===== config.mk =====
export PLATFORM = sky130hd
export DESIGN_NAME = exe_div_ctrl
export DESIGN_NICKNAME = d
export VERILOG_FILES = /design/src/rtl/exe_div_ctrl.sv
export SDC_FILE = /design/constraint.sdc
export NUM_CORES = 1
export LEC_CHECK = 0
export ABC_AREA = 0
export BUFFER_PORTS_ARGS = -buffer_cell sky130_fd_sc_hd__buf_4
export CAP_MARGIN = 20
export CORE_ASPECT_RATIO = 0.5
export CORE_MARGIN = 5
export CORE_UTILIZATION = 30
export CTS_CLUSTER_DIAMETER = 30
export DETAILED_ROUTE_END_ITERATION = 10
export GPL_TIMING_DRIVEN = 0
export RECOVER_POWER = 50
export SLEW_MARGIN = 0
export SYNTH_ARGS = -nofsm -noshare
export SYNTH_HDL_FRONTEND = slang
export SYNTH_SLANG_ARGS = --single-unit

===== constraint.sdc =====
create_clock -name clk -period 3 [get_ports clk]
set_clock_uncertainty 0.15 [all_clocks]
set_input_delay 0.45 -clock clk [delete_from_list [all_inputs] [get_ports clk]]
set_output_delay 0.45 -clock clk [all_outputs]
set_load 0.005 [all_outputs]

===== src/rtl/exe_div_ctrl.sv =====
// Sequencer between the EXE stage and a fixed-latency AXI-stream divider pair.
// Holds one div/mod op at a time, selects quotient or remainder and supports flush.
module exe_div_ctrl #(
  parameter int TIMEOUT     = 64,
  parameter int CNT_W       = 8,
  parameter bit ZERO_BYPASS = 1'b1
) (
  input  logic        clk,
  input  logic        resetn,
  input  logic        req_valid,
  output logic        req_ready,
  input  logic        req_signed,
  input  logic        req_rem,
  input  logic [31:0] req_dividend,
  input  logic [31:0] req_divisor,
  input  logic        cancel,
  output logic        resp_valid,
  input  logic        resp_ready,
  output logic [31:0] resp_result,
  output logic        ip_sel_signed,
  output logic        ip_tvalid,
  input  logic        ip_tready,
  output logic [31:0] ip_dividend,
  output logic [31:0] ip_divisor,
  input  logic        ip_dout_valid,
  input  logic [63:0] ip_dout,
  output logic        err_timeout
);

  // State bits double as the registered handshake outputs: {req_ready, ip_tvalid, resp_valid}.
  typedef enum logic [2:0] {
    IDLE  = 3'b100,
    ISSUE = 3'b010,
    WAIT  = 3'b000,
    DONE  = 3'b001
  } state_t;

  localparam logic [CNT_W-1:0] CNT_MAX = '1;
  localparam logic [CNT_W-1:0] TO_M1   = CNT_W'(TIMEOUT - 1);

  state_t           state;
  logic             rem_q;
  logic             kill;
  logic [CNT_W-1:0] cnt;

  assign req_ready  = state[2];
  assign ip_tvalid  = state[1];
  assign resp_valid = state[0];

  always_ff @(posedge clk or negedge resetn) begin
    if (!resetn) begin
      state         <= IDLE;
      kill          <= 1'b0;
      cnt           <= '0;
      err_timeout   <= 1'b0;
      rem_q         <= 1'b0;
      ip_sel_signed <= 1'b0;
      ip_dividend   <= '0;
      ip_divisor    <= '0;
      resp_result   <= '0;
    end else begin
      case (state)
        IDLE: begin
          if (req_valid && !cancel) begin
            ip_sel_signed <= req_signed;
            rem_q         <= req_rem;
            ip_dividend   <= req_dividend;
            ip_divisor    <= req_divisor;
            kill          <= 1'b0;
            if (ZERO_BYPASS && req_divisor == '0) begin
              resp_result <= req_rem ? req_dividend : '1;
              state       <= DONE;
            end else begin
              state <= ISSUE;
            end
          end
        end
        ISSUE: begin
          // A flushed op is still issued so its output can be drained and dropped.
          if (cancel) kill <= 1'b1;
          if (ip_tready) begin
            cnt   <= '0;
            state <= WAIT;
          end
        end
        WAIT: begin
          if (cnt != CNT_MAX) cnt <= cnt + CNT_W'(1);
          // Flag rises on the same edge that cnt reaches TIMEOUT.
          if (cnt >= TO_M1) err_timeout <= 1'b1;
          if (ip_dout_valid) begin
            if (kill || cancel) begin
              kill  <= 1'b0;
              state <= IDLE;
            end else begin
              resp_result <= rem_q ? ip_dout[31:0] : ip_dout[63:32];
              state       <= DONE;
            end
          end else if (cancel) begin
            kill <= 1'b1;
          end
        end
        DONE: begin
          if (cancel || resp_ready) state <= IDLE;
        end
        default: state <= IDLE;
      endcase
    end
  end

endmodule


After elaboration in Yosys (flattened, before gate mapping)
Cells that the tools add are included.

word-level totals
  register bits = 111
  bits of input ports = 137
  output and inout port bits = 101
  logic and storage cells = 60

operators by class
  add/sub/neg operators = 1
  order comparisons = 1
  equal/unequal tests = 12
  muxes and demuxes = 22
  reductions and logical operators = 15

operators by type and width
  cell                 number
  $mux 32              6
  $pmux 32 s2          1
  $logic_not 32->1     1
  $mux 8               2
  $pmux 8 s2           1
  $mux 3               5
  $ne 2x2->1 const B   7
  $pmux 3 s4           1
  $add 8x1->8 const B  1
  $ge 8x6->1 const B   1
  $ne 8x8->1 const B   1
  $reduce_and 3->1     2
  $reduce_and 5->1     1
  $mux 1               4
  $reduce_and 2->1     2
  $reduce_and 4->1     1
  $reduce_bool 2->1    2
  $eq 3x1->1 const B   1
  $eq 3x2->1 const B   1
  $eq 3x3->1 const B   1
  $logic_not 3->1      1
  $ne 3x3->1 const B   1
  $pmux 1 s3           1
  $reduce_bool 3->1    1
  4 further kinds      5

Logic depth before layout (Yosys ltp)
Gate-level depths: netlist of the first run.

  depth after elaboration = 4
  mapped depth = 7
  gate-level depth less buffers = 6

Worst setup path before layout of the first run
No wires, ideal clock.

  path kind = reg2reg
  from = register state[2]
  to = register resp_result[0]
  library setup time = 125 ps
  arrival time = 1682 ps
  required time = 2725 ps
  slack = 1043 ps
  stages on the path, launching flop included = 8
  buffers on the path = 2
  clock period less this slack = 1957 ps
  path through = dfstp_2 > buf_6 > inv_1 > nor3_1 > nor4_2 > o21ai_2 > buf_6 > mux2_4

on the way
  longest elaborated chain between the ends = 3
  elaborated cells between the ends (all ways) = 9
  those cells by class = eq/ne (5); mux (1); reduce/logical (3)

ends and longest elaborated chain
  what                                                       RTL line  source
  start: declaration                                         41        state_t state;
  start signal: assignment                                   52        state <= IDLE;
  start signal: assignment                                   72        state <= DONE;
  start signal: assignment                                   74        state <= ISSUE;
  $eq 3x3->1 or $logic_not 3->1 (tied branches)              62        case (state)
  $ne 2x2->1 (no line) or $reduce_bool 2->1 (tied branches)  n/a
  $reduce_and 5->1 (no line)                                 n/a
  end signal: assignment                                     71        resp_result <= req_rem ? req_dividend : '1;
  end signal: assignment                                     95        resp_result <= rem_q ? ip_dout[31:0] : ip_dout[63:32];
  end: declaration                                           19        output logic [31:0] resp_result,

Parallel ways exist; a longest one is shown, timed or not.
A chain may end at the register's enable or synchronous reset.

Worst setup path after layout of the first run
  from = register state[2]
  to = register resp_result[1]

The elaborated chain is that of the path after synthesis.

==> results.md, run 1 <==
| Metric | This run |
| --- | --- |
| Vertical die dimension | 105 um |
| Routability Congestion | 0.746 |
| Sequential element share of the synthesized area | 0.516 |
| Worst Min Path Start | req_signed |
| CTS clock-pin slew for the worst setup and hold paths | 80 ps |
| Layer carrying the most global-route usage | met2 |
| Peak clock frequency supported by timing | 450 MHz |
| Fin. max-slew vios | 0 |
| Overall Power | 7050 uW |
| Number of filler cells placed in the layout | 1697 |
| Met1 track demand over resource in global routing | 0.183 |
| Ratio of cells with drive above 1 in the final layout | 0.536 |
| Maximum fanout along the worst path | 10 |
| Remaining antenna violation count after routing | 0 |
| CTS sink cnt | 111 |
| Primary flip-flop cell chosen by synthesis mapping | sky130_fd_sc_hd__dfrtp_1 |
| Unrepaired setup endpoints after global routing | no |
| # port buffers | 237 |
| Number of optimization iterations in the first detailed-route pass | 4 |
| Run status | finished clean |
| Number of enable flip-flop cells after synthesis | 0 |
| Worst min path class | input port to register |
| Deepest clock path buffer count | 2 |
| Tightest Pin Transition | 1270 ps |
| Warnings, synthesis | 0 |
| WP data required | 3080 ps |
| Gate Count Post-Synth | 418 |
| Final setup TNS | 0 ps |
| Residual overflow from global routing | 0 |
| Type of the worst setup path | register to register |
| Tcrit/Tclk final | 0.741 |
| Number of ports placed on the die boundary | 238 |
| Finish-stage setup viols | 0 |
| Met2 track utilization from global routing | 0.290 |
| P per Cell Area | 914 mW/mm2 |
| Synth unique cells | 43 |
| Max-Slew Margin vs Limit | 0.153 |
| Area enclosed by the die boundary | 0.0209 mm2 |
| DRT Wirelength | 16400 um |
| Number of antenna violations at the first check in global routing | 0 |
| Endpoints failing hold | 0 |
| Global-route total usage across every layer | 0.154 |
| Effective utilization at floorplan | 0.308 |
| Layout Area Growth over Synthesis | 43.1% |
| Beginning of the critical path | state[2]$_DFFE_PN1P_ |
| Maximum number of pins on one net before global-route repair | 92 |
| Largest voltage drop on the vdd net | 381 uV |
| Chip width | 200 um |
| Placed wire-length estimate | 12900 um |
| Number of diodes added for antenna fixing | 0 |
| CTS Buf Count | 9 |
| Global-route met3 utilization | 0.0325 |
| Global-route wire length before repair | 25400 um |
| Final critical delay including setup and external delays | 2220 ps |
| Overall via count from detail_route | 4233 |
| Post-Synthesis Net Count | 556 |
| Endpoint kind of the worst setup timing path | register |
| CP arrival | 2300 ps |
| Number of global-route vias before repair | 4603 |
| Count of cells resized by post-cts repair | 0 |
| Number of register bits inferred by synthesis | 111 |
| Deepest level of the CTS H-tree | 3 |
| Iteration-0 DRC count of the detailed router | 201 |
| Root Buffer Master | sky130_fd_sc_hd__clkbuf_16 |
| Setup fix buffers added after clock tree synthesis | 0 |
| Async set-reset flop share out of synthesis | 1.00 |
| Reported leakage power | 0.00359 uW |
| Clock tree from TritonCTS | built |
| Mapped cell area | 0.00539 mm2 |
| Floorplan Core Area | 0.0175 mm2 |
| Net count reported at finish | 806 |
| Max-cap violation count | 0 |
| Number of vias per cell | 4.67 |
| CTS Hold Bufs | 1 |
| Number of remaining DRC errors | 0 |
| Clock Latency Late Sink | 350 ps |
| Origin of the critical flop-to-flop path | state[2]$_DFFE_PN1P_ |
| Standard-cell row count | 34 |
| Critical Path Start Type | register |
| Average cell area after synthesis | 12.9 um2 |
| DR WL/cell | 18.1 um |
==> path summary, 6_finish.rpt <==
check                           slack (ps)  cells past startpoint                          end
worst min-delay path                   180                      2    ip_sel_signed$_DFFE_PN0P_
min in group asynchronous              750                      2           cnt[6]$_DFFE_PN0P_
worst max-delay path                   780                      7   resp_result[1]$_DFFE_PN0P_
max in group asynchronous              880                      3  ip_dividend[29]$_DFFE_PN0P_
worst min register to register         340                      1      err_timeout$_DFFE_PN0P_
worst max register to register         780                      7   resp_result[1]$_DFFE_PN0P_
==> metrics by stage <==
stage	setup slack (ps)	instances	instance area (um2)	hold WS [ps]	utilization
after floorplan	1040	418	5390	4.41	-
after global placement	381	889	7460	318	0.427
after detailed placement	382	890	7490	165	0.429
after CTS	743	907	7790	159	0.446
after global routing	600	907	7710	173	0.441
final	777	907	7710	178	0.441
==> critical path, stage by stage, from the launching register on <==
cell and delay (ps):
sky130_fd_sc_hd__dfstp_2 540, sky130_fd_sc_hd__buf_6 140, sky130_fd_sc_hd__nor2_8 60, sky130_fd_sc_hd__nand2_1 150, sky130_fd_sc_hd__nor3_1 80, sky130_fd_sc_hd__o21ai_2 400, sky130_fd_sc_hd__buf_6 260, sky130_fd_sc_hd__mux2_4 310
==> registers in the layout, indices dropped and copies added (netlist names) <==
signal and cells:
cnt 8, ip_sel_signed 1, ip_dividend 32, resp_result 32
ip_divisor 32, err_timeout 1, kill 1, state 3
rem_q 1
==> kinds of logic after synthesis <==
| kind of cell | count (synthesis) | synth area share |
|---|---|---|
| buffers and inverters | 31 | 0.0369 |
| flip-flops | 111 | 0.516 |
| adder cells (fa/ha/maj) | 1 | 0.00232 |
| AO/OA/AOI/OAI | 58 | 0.0627 |
| AND/OR/NAND/NOR | 87 | 0.104 |
| multiplexers | 130 | 0.278 |
==> where the power goes <==
group	internal [uW]	leakage [uW]	switching (uW)
combinational	1860	0.00212	1390
sequential	2220	0.00133	386
clock	602	0.000145	590
total	4690	0.00359	2370
==> cells in the mapped netlist (2+ instances only) <==
library cell / count / area share
sky130_fd_sc_hd__dfrtp_1: 110 / 0.51
sky130_fd_sc_hd__mux2_2: 75 / 0.16
sky130_fd_sc_hd__a21oi_1: 39 / 0.036
sky130_fd_sc_hd__mux2i_1: 32 / 0.059
sky130_fd_sc_hd__nor3b_1: 32 / 0.045
sky130_fd_sc_hd__mux2_4: 20 / 0.056
sky130_fd_sc_hd__buf_2: 12 / 0.011
sky130_fd_sc_hd__nand2_1: 11 / 0.0077
sky130_fd_sc_hd__nor2_1: 11 / 0.0077
sky130_fd_sc_hd__nor4_1: 10 / 0.012
sky130_fd_sc_hd__o21ai_0: 9 / 0.0084
sky130_fd_sc_hd__buf_6: 8 / 0.017
sky130_fd_sc_hd__clkbuf_1: 5 / 0.0035
sky130_fd_sc_hd__inv_1: 4 / 0.0028
sky130_fd_sc_hd__nand3_1: 4 / 0.0037
sky130_fd_sc_hd__nor3_1: 4 / 0.0037
sky130_fd_sc_hd__mux2_1: 3 / 0.0063
sky130_fd_sc_hd__buf_4: 2 / 0.0028
sky130_fd_sc_hd__nand2b_1: 2 / 0.0023
sky130_fd_sc_hd__nand4_1: 2 / 0.0023
==> routing by layer <==
metal	part of all wire	wire, um
met5	0	0
met4	0.0093	153
met3	0.036	587
met2	0.55	9020
met1	0.41	6680
==> placed cells by master, fill, tap and decap left out, types with 2 or more instances in the layout <==
cell,n
sky130_fd_sc_hd__o21ai_0,9
sky130_fd_sc_hd__nor3_1,4
sky130_fd_sc_hd__inv_6,5
sky130_fd_sc_hd__nor4_1,10
sky130_fd_sc_hd__a21oi_1,39
sky130_fd_sc_hd__clkbuf_1,24
sky130_fd_sc_hd__dfrtp_1,110
sky130_fd_sc_hd__nand2_1,11
sky130_fd_sc_hd__mux2_4,20
sky130_fd_sc_hd__nand2b_1,2
sky130_fd_sc_hd__buf_4,189
sky130_fd_sc_hd__clkbuf_16,9
sky130_fd_sc_hd__buf_6,8
sky130_fd_sc_hd__nor3b_1,32
sky130_fd_sc_hd__mux2i_1,32
sky130_fd_sc_hd__inv_1,4
sky130_fd_sc_hd__mux2_2,75
sky130_fd_sc_hd__nand3_1,4
sky130_fd_sc_hd__mux2_1,3
sky130_fd_sc_hd__nor2_1,11
sky130_fd_sc_hd__buf_2,12
sky130_fd_sc_hd__nand4_1,2
sky130_fd_sc_hd__clkbuf_4,30
==> final cells by class <==
class                      count  area [um2]  share of cell area
sequential                   111        2780               0.360
multi-input combinational    276        2410               0.313
timing repair buffer         239        1740               0.226
tap                          234         293              0.0380
clock buffer                  10         239              0.0310
buffer                        27         184              0.0238
clock inverter                 6        48.8             0.00633
inverter                       4        15.0             0.00195
No activity file was read; power rests on OpenSTA's default activity.
==> inputs of run 2 (changes only) <==
- clock period: 3 -> 2.3 ns (I/O delays scaled with it)
==> run 2 against run 1 <==
  * Sequential share of layout area did not move
  * Combinational power rose by 31%
  * Critical path depth fell by 2
  * Cell area did not move
  * Largest power group unchanged
==> results.md, run 2 (same netlist as run 1, synthesis figures left out) <==
| Metric | This run | vs previous |
| --- | --- | --- |
| Final critical delay including setup and external delays | 2140 ps | -80.1 ps |
| Overall via count from detail_route | 4234 | +0.024% |
| Number of diodes added for antenna fixing | 0 | unchanged |
| Routability Congestion | 0.746 | unchanged |
| Number of ports placed on the die boundary | 238 | unchanged |
| Peak clock frequency supported by timing | 467 MHz | +3.7% |
| Standard-cell row count | 34 | unchanged |
| Root Buffer Master | sky130_fd_sc_hd__clkbuf_16 |  |
| WP data required | 2400 ps | -680 ps |
| Run status | finished clean |  |
| Final critical-path setup slack | 157 ps | -620 ps |
| Iteration-0 DRC count of the detailed router | 202 | +0.50% |
| Finish-stage setup viols | 0 | unchanged |
| Type of the worst setup path | register to register |  |
| Placed cell area | 0.00749 mm2 | unchanged |
| DRT Wirelength | 16400 um | about the same |
| Endpoint kind of the worst setup timing path | register |  |
| Vertical die dimension | 105 um | unchanged |
| Area enclosed by the die boundary | 0.0209 mm2 | unchanged |
| Global-route wire length before repair | 25400 um | unchanged |
| Max-Slew Margin vs Limit | 0.193 | +0.0403 |
| Deepest level of the CTS H-tree | 3 | unchanged |
| Residual overflow from global routing | 0 | unchanged |
| Top flop regs | ip_dividend: 32 flops, ip_divisor: 32 flops, resp_result: 32 flops |  |
| Critical Path Start Type | register |  |
| CTS Buf Count | 9 | unchanged |
| Deepest clock path buffer count | 2 | unchanged |
| Remaining antenna violation count after routing | 0 | unchanged |
| Largest voltage drop on the vdd net | 497 uV | +30% |
| Layout Area Growth over Synthesis | 43.1% | unchanged |
| Tightest Pin Transition | 1210 ps | -60.4 ps |
| Clock tree from TritonCTS | built |  |
| Cell Count Post-Placement | 890 | unchanged |
| Unrepaired setup endpoints after global routing | no |  |
| Ratio of cells with drive above 1 in the final layout | 0.539 | +0.00297 |
| Chip width | 200 um | unchanged |
| Design area | 0.00771 mm2 | unchanged |
| # port buffers | 237 | unchanged |
| Endpoints failing hold | 0 | unchanged |
| Worst min path class | input port to register |  |
| Effective utilization at floorplan | 0.308 | unchanged |
| Most frequent standard cell in the layout excluding fill and tap cells | sky130_fd_sc_hd__buf_4 |  |
| Area of the multi-input gates | 0.00242 mm2 | +0.52% |
| Number of optimization iterations in the first detailed-route pass | 4 | unchanged |
| Placed wire-length estimate | 12900 um | unchanged |
| Net count reported at finish | 806 | unchanged |
| Fin cells | 907 | unchanged |
| Number of remaining DRC errors | 0 | unchanged |
| Area occupied by registers | 0.00278 mm2 | unchanged |
| Overall Power | 9210 uW | +31% |
| Number of antenna violations at the first check in global routing | 0 | unchanged |
| Number of global-route vias before repair | 4603 | unchanged |
| Global-route total usage across every layer | 0.154 | unchanged |
| CP arrival | 2240 ps | -60 ps |
| Floorplan Core Area | 0.0175 mm2 | unchanged |
| Maximum number of pins on one net before global-route repair | 92 | unchanged |
| Max-cap violation count | 0 | unchanged |
| Most used cells in the layout excluding fill and tap cells | sky130_fd_sc_hd__buf_4, sky130_fd_sc_hd__dfrtp_1, sky130_fd_sc_hd__mux2_2 |  |
| Fin. max-slew vios | 0 | unchanged |
| Number of filler cells placed in the layout | 1692 | -0.29% |
| CTS sink cnt | 111 | unchanged |
| CTS clock-pin slew for the worst setup and hold paths | 80 ps | about the same |
| Number of vias per cell | 4.67 | about the same |
| Maximum fanout along the worst path | 10 | unchanged |
| Minimum setup slack after placement | -213 ps | -595 ps |
| Setup fix buffers added after clock tree synthesis | 0 | unchanged |
| Clock Latency Late Sink | 350 ps | about the same |
| Reported leakage power | 0.00359 uW | about the same |
| DR WL/cell | 18.1 um | about the same |
| Tcrit/Tclk final | 0.932 | +0.191 |
| P per Cell Area | 1190 mW/mm2 | +31% |
run 2: cell types whose count changed in the layout (fill, tap and decap cells not counted):
| cell | delta |
|---|---|
| sky130_fd_sc_hd__nor3_1 | -1 |
| sky130_fd_sc_hd__buf_16 | -1 |
| sky130_fd_sc_hd__buf_4 | +1 |
| sky130_fd_sc_hd__o21ai_4 | +1 |
| sky130_fd_sc_hd__clkbuf_1 | -1 |
| sky130_fd_sc_hd__buf_6 | +1 |
| sky130_fd_sc_hd__nor3_2 | +1 |
| sky130_fd_sc_hd__o21ai_2 | -1 |
run 2: metal layers:
layer  wire, um  up-vias  track usage
li1           -     2019            -
met1       6660     2133        0.183
met2       9030       73        0.290
met3        595        9       0.0325
met4        153        0       0.0247
met5          0        -            0
run 2: area by class of cell:
class,instances,share of cell area
Sequential cell,111,0.360
Multi-Input combinational cell,276,0.314
Timing Repair Buffer,239,0.224
Tap cell,234,0.0380
Clock buffer,10,0.0310
Buffer,27,0.0238
Clock inverter,6,0.00633
Inverter,4,0.00195
run 2: worst paths after layout:
kind                                          from                          to  slack, ps  cells past startpoint
min in group asynchronous                   resetn          cnt[6]$_DFFE_PN0P_        240                      2
min                                     req_signed   ip_sel_signed$_DFFE_PN0P_         70                      2
max in group asynchronous                   resetn  ip_divisor[12]$_DFFE_PN0P_        310                      3
max reg2reg                      rem_q$_DFFE_PN0P_  resp_result[9]$_DFFE_PN0P_        160                      5
min reg2reg                err_timeout$_DFFE_PN0P_     err_timeout$_DFFE_PN0P_        340                      1
max                              rem_q$_DFFE_PN0P_  resp_result[9]$_DFFE_PN0P_        160                      5
run 2: through the flow:
step	hold WS (ps)	setup TNS [ps]	util
5_1_grt	68.2	0	0.441
3_3_place_gp	318	-5780	0.427
3_5_place_dp	60.2	-5730	0.429
2_1_floorplan	-101	0	-
6_report	72.6	0	0.441
4_1_cts	54.2	0	0.446
run 2: power by group:
part	leakage [uW]	switching (uW)	total, uW	internal (uW)
Clock	0.000145	770	1550	785
Combinational	0.00212	1820	4250	2430
Sequential	0.00133	503	3400	2900
run 2: critical path, stage by stage, from the launching register on:
cell                       delay, ps
sky130_fd_sc_hd__dfrtp_1         320
sky130_fd_sc_hd__clkbuf_1        450
sky130_fd_sc_hd__buf_2           410
sky130_fd_sc_hd__mux2i_1         320
sky130_fd_sc_hd__a21oi_1         110
sky130_fd_sc_hd__mux2_4          270
run 2: what timing repair did:
item                                    CTS  global route
endpoints found under the setup margin    0            29
hold endpoints to repair                 20             0
hold buffers                              1             0
resized for setup                         0             2
==> inputs of run 3 (changes only) <==
- CAP_MARGIN: 20 -> 15
- CELL_PAD_IN_SITES_DETAIL_PLACEMENT: unset -> 1
- CELL_PAD_IN_SITES_GLOBAL_PLACEMENT: unset -> 1
- PLACE_DENSITY_LB_ADDON: unset -> 0.1
- RECOVER_POWER: 50 -> 25
==> run 3 against run 2 <==
  * Die area is the same
  * Sequential power is essentially flat
  * Core utilization grew 0.11 points
  * Sequential cell count is the same
  * Fmax shrank 2.1%
  * Critical path type unchanged
  * Highest routed layer unchanged
==> results.md, run 3 (same netlist as run 1, synthesis figures left out) <==
| Metric | This run | vs previous |
| --- | --- | --- |
| Clock tree from TritonCTS | built |  |
| Run status | finished clean |  |
| CTS clock-pin slew for the worst setup and hold paths | 80 ps | about the same |
| Area of the multi-input gates | 0.00242 mm2 | -0.21% |
| Endpoints failing hold | 0 | unchanged |
| Number of vias per cell | 4.77 | +2.2% |
| Final critical delay including setup and external delays | 2190 ps | +46.1 ps |
| DRT Wirelength | 17500 um | +6.2% |
| Standard-cell row count | 34 | unchanged |
| Most used cells in the layout excluding fill and tap cells | sky130_fd_sc_hd__buf_4, sky130_fd_sc_hd__dfrtp_1, sky130_fd_sc_hd__mux2_2 |  |
| CP arrival | 2280 ps | +40 ps |
| Tcrit/Tclk final | 0.952 | +0.0200 |
| Effective utilization at floorplan | 0.308 | unchanged |
| Unrepaired setup endpoints after global routing | no |  |
| Type of the worst setup path | register to register |  |
| Global-route total usage across every layer | 0.167 | +0.0128 |
| Tightest Pin Transition | 1130 ps | -77.9 ps |
| Beginning of the critical path | state[2]$_DFFE_PN1P_ |  |
| Worst Min Path Start | req_signed |  |
| Number of global-route vias before repair | 4822 | +4.8% |
| Overall Power | 9280 uW | +0.80% |
| Deepest level of the CTS H-tree | 3 | unchanged |
| Number of ports placed on the die boundary | 238 | unchanged |
| Number of antenna violations at the first check in global routing | 0 | unchanged |
| Origin of the critical flop-to-flop path | state[2]$_DFFE_PN1P_ |  |
| Design area | 0.00773 mm2 | +0.24% |
| Top flop regs | ip_dividend: 32 flops, ip_divisor: 32 flops, resp_result: 32 flops |  |
| Max-Slew Margin vs Limit | 0.245 | +0.0519 |
| Placed cell area | 0.00749 mm2 | unchanged |
| Residual overflow from global routing | 0 | unchanged |
| # port buffers | 237 | unchanged |
| Max-cap violation count | 0 | unchanged |
| Routability Congestion | 0.713 | -4.4% |
| Critical Path Start Type | register |  |
| WP data required | 2390 ps | about the same |
| Remaining antenna violation count after routing | 0 | unchanged |
| Final setup TNS | 0 ps | unchanged |
| Largest voltage drop on the vdd net | 448 uV | -9.8% |
| Iteration-0 DRC count of the detailed router | 126 | -38% |
| Net count reported at finish | 806 | unchanged |
| Clock Latency Late Sink | 350 ps | about the same |
| Peak clock frequency supported by timing | 457 MHz | -2.1% |
| Global-route wire length before repair | 27300 um | +7.6% |
| Root Buffer Master | sky130_fd_sc_hd__clkbuf_16 |  |
| Finish-stage setup viols | 0 | unchanged |
| Final worst hold slack | 68.4 ps | -4.24 ps |
| CTS sink cnt | 111 | unchanged |
| Floorplan Core Area | 0.0175 mm2 | unchanged |
| DR WL/cell | 19.2 um | +6.2% |
| Placed wire-length estimate | 13600 um | +5.1% |
| Area enclosed by the die boundary | 0.0209 mm2 | unchanged |
| Chip width | 200 um | unchanged |
| Reported leakage power | 0.00360 uW | +0.37% |
| Fin. max-slew vios | 0 | unchanged |
| Ratio of cells with drive above 1 in the final layout | 0.539 | unchanged |
| Post-layout utilization of the core | 0.442 | +0.00107 |
| Number of diodes added for antenna fixing | 0 | unchanged |
| Area occupied by registers | 0.00278 mm2 | unchanged |
| Worst min path class | input port to register |  |
| CTS Buf Count | 9 | unchanged |
| Number of remaining DRC errors | 0 | unchanged |
| Maximum fanout along the worst path | 10 | unchanged |
| Number of filler cells placed in the layout | 1931 | +14% |
| Endpoint kind of the worst setup timing path | register |  |
| Most frequent standard cell in the layout excluding fill and tap cells | sky130_fd_sc_hd__buf_4 |  |
| Deepest clock path buffer count | 2 | unchanged |
| Overall via count from detail_route | 4328 | +2.2% |
| Layout Area Growth over Synthesis | 43.4% |  |
| P per Cell Area | 1200 mW/mm2 | +0.56% |
| Maximum number of pins on one net before global-route repair | 71 | -23% |
| Number of optimization iterations in the first detailed-route pass | 4 | unchanged |
| Vertical die dimension | 105 um | unchanged |
-- run 3: cell count changes in the layout (fill, tap and decap cells not counted), sizes merged --
cell	before	now
clkbuf	63	55
buf	212	221
inv	9	5
clkinv	1	3
bufinv	0	1
-- run 3: worst max-delay path, cell delays in order (launching register included) --
cell,delay (ps)
sky130_fd_sc_hd__dfstp_2,540
sky130_fd_sc_hd__buf_6,140
sky130_fd_sc_hd__nor2_8,60
sky130_fd_sc_hd__nand2_1,160
sky130_fd_sc_hd__nor3_1,100
sky130_fd_sc_hd__o21ai_2,350
sky130_fd_sc_hd__buf_6,250
sky130_fd_sc_hd__mux2_4,310
-- run 3: timing repair --
| action | CTS | global route |
|---|---|---|
| resized for setup | 1 | 1 |
| setup endpoints to repair | 8 | 25 |
| buffers inserted | 0 | 0 |
| hold endpoints to repair | 41 | 0 |
| hold buffers | 1 | 0 |
-- run 3: layout make-up --
cell class,instances,share of cell area
sequential,111,0.359
multi-input combinational,276,0.313
timing repair buffer,239,0.226
tap,234,0.0379
clock buffer,11,0.0301
buffer,27,0.0238
clock inverter,5,0.00744
inverter,4,0.00194
-- run 3: where the power goes --
part           switching, uW  internal (uW)  leakage [uW]
Combinational           1810           2450       0.00213
Clock                    760            851      0.000144
Sequential               515           2900       0.00133
Total                   3080           6200       0.00360
-- run 3: metal layers --
metal  GRT usage  share of wire  up-vias
li1            -              -     2010
met2       0.278           0.49      107
met4      0.0325          0.014        0
met1       0.213           0.43     2195
met5           0              0        -
met3      0.0547          0.064       16
-- run 3: through the flow --
| step | cells | setup slack, ps |
|---|---|---|
| 2_1_floorplan | 418 | 343 |
| 3_3_place_gp | 889 | -207 |
| 3_5_place_dp | 890 | -215 |
| 4_1_cts | 907 | 94.0 |
| 5_1_grt | 907 | 18.2 |
| 6_report | 907 | 111 |
-- run 3: worst paths after layout --
kind	depth (start not counted)	end	slack, ps
setup / recovery	7	resp_result[28]$_DFFE_PN0P_	110
hold / removal	2	ip_sel_signed$_DFFE_PN0P_	70
setup reg to reg	7	resp_result[28]$_DFFE_PN0P_	110
hold reg to reg	1	err_timeout$_DFFE_PN0P_	340
max in group asynchronous	3	state[2]$_DFFE_PN1P_	460
min in group asynchronous	2	ip_divisor[11]$_DFFE_PN0P_	590
